**config.mk**
```make
export PLATFORM = sky130hd
export DESIGN_NAME = ncl_count_sampler
export DESIGN_NICKNAME = d
export VERILOG_FILES = /design/src/rtl/ncl_count_sampler.sv
export SDC_FILE = /design/constraint.sdc
export NUM_CORES = 1
export LEC_CHECK = 0
export ABC_AREA = 1
export CAP_MARGIN = 20
export CORE_MARGIN = 4
export CORE_UTILIZATION = 57
export CTS_CLUSTER_DIAMETER = 30
export CTS_CLUSTER_SIZE = 16
export DETAILED_ROUTE_END_ITERATION = 12
export MAX_ROUTING_LAYER = met4
export PLACE_DENSITY_LB_ADDON = 0.08
export SLEW_MARGIN = 20
export SYNTH_ARGS = -nofsm -noshare
export SYNTH_HDL_FRONTEND = slang
export SYNTH_SLANG_ARGS = --single-unit
export TNS_END_PERCENT = 30
```
**constraint.sdc**
```tcl
create_clock -name clk -period 2.35 [get_ports clk]
set_input_delay 0.47 -clock clk [delete_from_list [all_inputs] [get_ports clk]]
set_output_delay 0.47 -clock clk [all_outputs]
set_load 0.01 [all_outputs]
```
**src/rtl/ncl_count_sampler.sv**
```systemverilog
// Clocked sampler for the dual-rail sum digits of an NCL counter ring: synchronises each digit,
// acknowledges it, assembles one binary word per wavefront and checks the count sequence.
module ncl_count_sampler #(
  parameter int DIGITS      = 32,
  parameter int SYNC_STAGES = 2
) (
  input  logic                  clk,
  input  logic                  init,
  input  logic [2*DIGITS-1:0]   sum,
  output logic [DIGITS-1:0]     sumcomp,
  output logic [DIGITS-1:0]     count,
  output logic                  count_valid,
  input  logic                  count_ready,
  output logic                  err_illegal,
  output logic                  err_nonmono,
  output logic [15:0]           words
);

  typedef enum logic [1:0] {ST_IDLE, ST_HOLD, ST_DRAIN} state_t;

  logic [2*DIGITS-1:0] sync_reg [SYNC_STAGES];
  logic [2*DIGITS-1:0] rails;
  state_t              state_reg [DIGITS];
  logic [DIGITS-1:0]   latched_reg;
  logic [DIGITS-1:0]   sumcomp_reg;
  logic [DIGITS-1:0]   count_reg;
  logic [DIGITS-1:0]   prev_reg;
  logic                count_valid_reg;
  logic                err_illegal_reg;
  logic                err_nonmono_reg;
  logic                first_reg;
  logic [15:0]         words_reg;

  logic [DIGITS-1:0]   is_hold;
  logic [DIGITS-1:0]   is_null;
  logic [DIGITS-1:0]   is_data;
  logic [DIGITS-1:0]   is_ill_idle;
  logic                emit;
  logic [DIGITS-1:0]   prev_plus_one;

  always_ff @(posedge clk) begin
    if (init) begin
      for (int i = 0; i < SYNC_STAGES; i++) sync_reg[i] <= '0;
    end else begin
      sync_reg[0] <= sum;
      for (int i = 1; i < SYNC_STAGES; i++) sync_reg[i] <= sync_reg[i-1];
    end
  end

  assign rails = sync_reg[SYNC_STAGES-1];

  generate
    for (genvar gi = 0; gi < DIGITS; gi++) begin : g_decode
      assign is_null[gi]     = (rails[2*gi+1 -: 2] == 2'b00);
      assign is_data[gi]     = ^rails[2*gi+1 -: 2];
      assign is_ill_idle[gi] = (&rails[2*gi+1 -: 2]) && (state_reg[gi] == ST_IDLE);
      assign is_hold[gi]     = (state_reg[gi] == ST_HOLD);
    end
  endgenerate

  // A word can only leave when every digit holds a value and the output slot frees up this cycle.
  assign emit          = (&is_hold) && (!count_valid_reg || count_ready);
  assign prev_plus_one = prev_reg + {{(DIGITS-1){1'b0}}, 1'b1};

  always_ff @(posedge clk) begin
    if (init) begin
      for (int k = 0; k < DIGITS; k++) state_reg[k] <= ST_IDLE;
      sumcomp_reg <= '0;
      latched_reg <= '0;
    end else begin
      for (int k = 0; k < DIGITS; k++) begin
        case (state_reg[k])
          ST_IDLE: begin
            if (is_data[k]) begin
              state_reg[k]   <= ST_HOLD;
              latched_reg[k] <= rails[2*k+1];
              sumcomp_reg[k] <= 1'b1;
            end
          end
          ST_HOLD: begin
            if (emit) state_reg[k] <= ST_DRAIN;
          end
          ST_DRAIN: begin
            if (is_null[k]) begin
              state_reg[k]   <= ST_IDLE;
              sumcomp_reg[k] <= 1'b0;
            end
          end
          default: begin
            state_reg[k]   <= ST_IDLE;
            sumcomp_reg[k] <= 1'b0;
          end
        endcase
      end
    end
  end

  always_ff @(posedge clk) begin
    if (init) begin
      count_reg       <= '0;
      count_valid_reg <= 1'b0;
      words_reg       <= '0;
      err_illegal_reg <= 1'b0;
      err_nonmono_reg <= 1'b0;
      prev_reg        <= '0;
      first_reg       <= 1'b1;
    end else begin
      if (|is_ill_idle) err_illegal_reg <= 1'b1;
      if (emit) begin
        count_reg       <= latched_reg;
        count_valid_reg <= 1'b1;
        words_reg       <= words_reg + 16'd1;
        prev_reg        <= latched_reg;
        first_reg       <= 1'b0;
        // The first word after init has no predecessor to compare against.
        if (!first_reg && (latched_reg != prev_plus_one)) err_nonmono_reg <= 1'b1;
      end else if (count_ready) begin
        count_valid_reg <= 1'b0;
      end
    end
  end

  assign sumcomp     = sumcomp_reg;
  assign count       = count_reg;
  assign count_valid = count_valid_reg;
  assign err_illegal = err_illegal_reg;
  assign err_nonmono = err_nonmono_reg;
  assign words       = words_reg;

endmodule
```
---- Word level (Yosys, flattened, before mapping) ----
Memories as Yosys holds them, arrays and structs flattened.
Index checks and enable logic that the tools add are counted.
word-level totals
  bits in writable memories ............... 192
  memories kept ........................... 2
  output and inout port bits .............. 83
  flip-flop bits (word level) ............. 116
  word-level logic and storage cells ...... 1310
operators by class
  equality and inequality tests ........... 129
  bitwise logic cells ..................... 162
  muxes and demuxes ....................... 680
  reductions and logical operators ........ 265
  add/subtract/negate cells ............... 2
memory list
  name       depth  width  read ports  clocked after Yosys merged registers in  write ports  line  RTL
  sync_reg   2      64     2           0                                        2            21    logic [2*DIGITS-1:0] sync_reg [SYNC_STAGES];
  state_reg  32     2      32          0                                        32           23    state_t state_reg [DIGITS];
operators with widths
  operator               number
  $mux 1                 518
  $mux 2                 128
  $or 1x1->1             130
  $reduce_and 2->1       65
  $logic_not 2->1        64
  $mux 64                2
  $ne 2x2->1 const B     64
  $pmux 1 s3             32
  $reduce_and 3->1       32
  $reduce_or 3->1        32
  $eq 2x1->1 const B     32
  $eq 2x2->1 const B     32
  $reduce_xor 2->1       32
  $logic_and 1x1->1      34
  $add 32x1->32 const B  1
  $ne 32x32->1           1
  $not 1->1              32
  $reduce_and 32->1      1
  $reduce_or 32->1       1
  $add 16x1->16 const B  1
  $logic_not 1->1        2
  $reduce_bool 2->1      1
  $logic_or 1x1->1       1

---- Logic depth before layout (Yosys ltp) ----
  word-level depth ........................ 10
  depth in mapped cells ................... 16

---- Least setup slack after synthesis ----
No wires, ideal clock.
  kind .................................... flip-flop to flip-flop
  start ................................... register prev_reg[0]
  end ..................................... register err_nonmono_reg, in the netlist err_nonmono
  arrival ................................. 1.782 ns
  setup time .............................. 0.118 ns
  cell stages (with the launch flop) ...... 17
  path slack .............................. 0.450 ns
  path buffers ............................ 0
  cells stage by stage .................... dfxtp_1 -> ha_1 -> nand2_2 -> nor2_4 -> nand2_4 -> nor2_4 -> nand2_1 -> nand2_1 -> nand2_1 -> nand2_1 -> nand2_1 -> nor2_2 -> nand3_2 -> nor2_1 -> nand2_1 -> nand2_1 -> a21oi_2
between the ends
  cells in the longest elaborated chain, start to end .. 4
RTL lines
  what                               line  RTL
  start, declared                    27    logic [DIGITS-1:0] prev_reg;
  start signal, assigned             113   prev_reg <= latched_reg;
  $add 32x1->32                      63    assign prev_plus_one = prev_reg + {{(DIGITS-1){1'b0}}, 1'b1};
  $ne 32x32->1                       116   if (!first_reg && (latched_reg != prev_plus_one)) err_nonmono_reg <= 1'b1;
  $logic_and 1x1->1                  116
  $reduce_and 2->1 (no source line)  n/a
  end signal, assigned               104   err_nonmono_reg <= 1'b0;
  end signal, assigned               116
  end, declared                      30    logic err_nonmono_reg;
Every way passes these cells.
A chain may end at the register's enable or synchronous reset.

==> summary.log <==
qor: run_status.status finished clean
qor: clock_network.clk_latency 0.55 ns
qor: sta.final_critical_delay_including_setup_and_external_delays 2.20 ns
qor: die.die_extent_in_y 163 µm
qor: die.top_level_ports 150
qor: synthesis.synthDistinctLibCells 35
qor: power.vdd.ir_drop.worst 0.721 mV
qor: sta.fin_tns_setup 0 ns
qor: layout.num_antenna_cells 0
qor: clock_network.cts_buffers 56
qor: synthesis.postSynthAreaPerCell 7.75 µm²
qor: critical_path.critical_path_required 2.60 ns
qor: detailed_routing.drt-pass1-iter-count 5
qor: clock_network.post_cts.resized_instances 0
qor: sta.share_of_the_clock_period_used_by_the_worst_path_after_layout 0.937
qor: grt.antenna_found_initial 0
qor: critical_path.worst_ep_arrival_time 2.45 ns
qor: detailed_routing.remaining_drc_errors 0
qor: critical_path.critical_path.cell_chain nor2_1 > inv_1 > nor3_1 > nand2_1 > nor3_2 > nand3_2 > buf_12 > nand2_1 > inv_1 > nand2_1
qor: clock_network.htree_num_levels 2
qor: sta.worst_slew_pin_slew 0.715 ns
qor: layout.final_net_count 2,089
qor: die.fp.dieW 163 µm
qor: die.rows 56
qor: critical_path.timing.critical_path.fanout_max 40
qor: grt.vias_in_the_first_global_route 11,200
qor: layout.finish.instance_area 17,600 µm²
qor: clock_network.clk_root_buffer_cell clkbuf_16
qor: critical_path.worst_path_max_delay_cell edfxtp_1
qor: grt.residual_overflow_from_global_routing 0
qor: detailed_routing.ant_nets 0
qor: critical_path.setup.worst_path.end_class register
qor: grt.grt_first_pass_wirelength 55,900 µm
qor: detailed_routing.drt_wl_total 35,100 µm
qor: placed_design.hpwlAfterDp 25,400 µm
qor: layout.largest_reg_flops 128
qor: layout.final_cells 2,323
qor: clock_network.clock_tree_from_tritoncts yes
qor: die.core_region_area 23,500 µm²
qor: sta.setup_viol_count_final 0
qor: layout.flow.area_growth_from_synthesis 28.3%
qor: placed_design.place_congestion 0.976
qor: sta.rsz0062_at_grt false
qor: critical_path.path_common_cell nand2_1
qor: grt.grtUsageTotal 0.269
qor: run.cap_viol_max_count 0
qor: power.powerDensity 843 nW/µm²
qor: detailed_routing.final_routed_wire_length_divided_by_cell_count 15.1 µm
qor: detailed_routing.vias_per_cell 5.11
qor: critical_path.setup.worst_path.start_class register
qor: clock_network.cts_hold_buffers 0
qor: placed_design.post_dp_cell_area 15,700 µm²
qor: layout.final_layout_size_suffix_gt1_frac 0.0883
qor: power.total_leakage_power 7.66 nW
qor: grt.grt_start_max_net_pins 142
qor: critical_path.critical_path_class reg -> reg
qor: detailed_routing.first_iter_violations 1,170
qor: synthesis.synth_seq_cells 308
qor: clock_network.clockBufferDepth 3
qor: critical_path.crit_path_max_incr_delay 0.41 ns
qor: synthesis.post_synth_instance_area 13,700 µm²
qor: synthesis.synthesis.yosys.warnings 0
qor: sta.maxSlewHeadroom 0.523
qor: sta.fmax 454 MHz
qor: layout.finalCoreUtilization 0.747
qor: placed_design.quantity_of_i_o_buffers_inserted_on_ports 149
qor: synthesis.postSynthNetCount 1,903
qor: synthesis.post_synth_inst_count 1,770
qor: die.effective_utilization_at_floorplan 0.582
qor: sta.finalHoldViolations 0
qor: clock_network.post_cts_setup_inserts 0
qor: hold_path.min_path_type in -> reg
qor: placed_design.dp_cells 2,217
qor: sta.final-max-slew-violation-count 0
qor: detailed_routing.num_vias 11,900
qor: clock_network.numClockSinks 308
qor: synthesis.yosysSeqAreaShare 0.496
qor: sta.skew 0.0186 ns
qor: clock_network.cts.clk_slew.worst_paths 0.05 ns
qor: die.die_area 26,600 µm²
-- layout by cell type (no fill, tap or decap), drive strengths merged, types with 3 or more instances in the layout --
cell type and instances:
a21oi 81, a22o 3, a31o 16, buf 30
bufinv 4, clkbuf 71, clkdlybuf4s50 148, clkinv 15
clkinvlp 3, dfxtp 244, edfxtp 64, ha 66
inv 340, nand2 365, nand3 59, nand4 37
nor2 296, nor3 18, nor3b 4, nor4 15
o21ai 90, xnor2 11, xor2 20
-- power by group --
group	switching, mW	internal (mW)	total (mW)
Clock	2.72	5.25	7.97
Combinational	0.582	0.406	0.988
Sequential	0.184	5.70	5.88
-- per-layer routing --
| layer | part of all wire | vias up | track usage |
|---|---|---|---|
| met1 | 0.43 | 5405 | 0.355 |
| met4 | 0.024 | 0 | 0.0816 |
| li1 | - | 5916 | - |
| met5 | 0 | - | - |
| met2 | 0.46 | 487 | 0.428 |
| met3 | 0.083 | 65 | 0.0487 |
-- worst max-delay path, delay by kind of cell (launching register included) --
kind / cells / cell delay, ns
buf+inv: 3 / 0.41
flops: 1 / 0.41
simple gates: 7 / 1.08
-- path summary, 6_finish.rpt --
| path | startpoint | end | slack, ns | cells past startpoint |
|---|---|---|---|---|
| min | init | sumcomp[14] | 0.34 | 4 |
| max | state_reg[1][9] | state_reg[1][21] | 0.15 | 10 |
| min reg2reg | sync_reg[0][37] | sync_reg[0][101] | 0.39 | 2 |
| max reg2reg | state_reg[1][9] | state_reg[1][21] | 0.15 | 10 |
-- Yosys cell counts, drive strengths merged --
master / count / area share
a21oi: 81 / 0.030
a221oi: 1 / 0.00064
a22o: 3 / 0.0019
a31o: 16 / 0.010
buf: 14 / 0.0048
clkbuf: 36 / 0.0099
clkinv: 1 / 0.00027
dfxtp: 244 / 0.36
edfxtp: 64 / 0.14
ha: 66 / 0.060
inv: 326 / 0.089
nand2: 365 / 0.10
nand3: 59 / 0.022
nand3b: 1 / 0.00082
nand4: 37 / 0.017
nor2: 296 / 0.085
nor3: 18 / 0.0073
nor3b: 4 / 0.0022
nor4: 15 / 0.0068
nor4b: 1 / 0.00064
o21ai: 90 / 0.033
or2: 1 / 0.00046
xnor2: 11 / 0.0070
xor2: 20 / 0.013
-- kinds of logic after synthesis --
| logic type | Yosys count | share of synthesized area |
|---|---|---|
| and+or+nand+nor | 797 | 0.244 |
| adders and majority gates | 66 | 0.0602 |
| xor gates and xnor gates | 31 | 0.0198 |
| buffers and inverters | 377 | 0.104 |
| DFF | 308 | 0.496 |
| AOI/OAI and AO/OA | 191 | 0.0755 |
-- through the flow --
stage / total power [mW] / hold slack (ns) / setup slack [ns]
final: 14.8 / 0.340 / 0.148
after global routing: 15.4 / 0.345 / 0.0260
after CTS: 14.9 / 0.312 / 0.201
after detailed placement: 6.95 / 0.393 / 0.145
after global placement: 6.91 / 0.391 / 0.158
after floorplan: 6.49 / 0.388 / 0.450
-- final cells by class --
type                    instances  area, µm²
flip-flops and latches        308       6810
fillers                      1824       5950
multi-input cells            1085       5480
repair buffers                178       1750
clock buffers                  71       1580
inverters                     327       1230
well taps                     319        399
clock inverters                35        339
No activity file was read; power rests on OpenSTA's default activity.
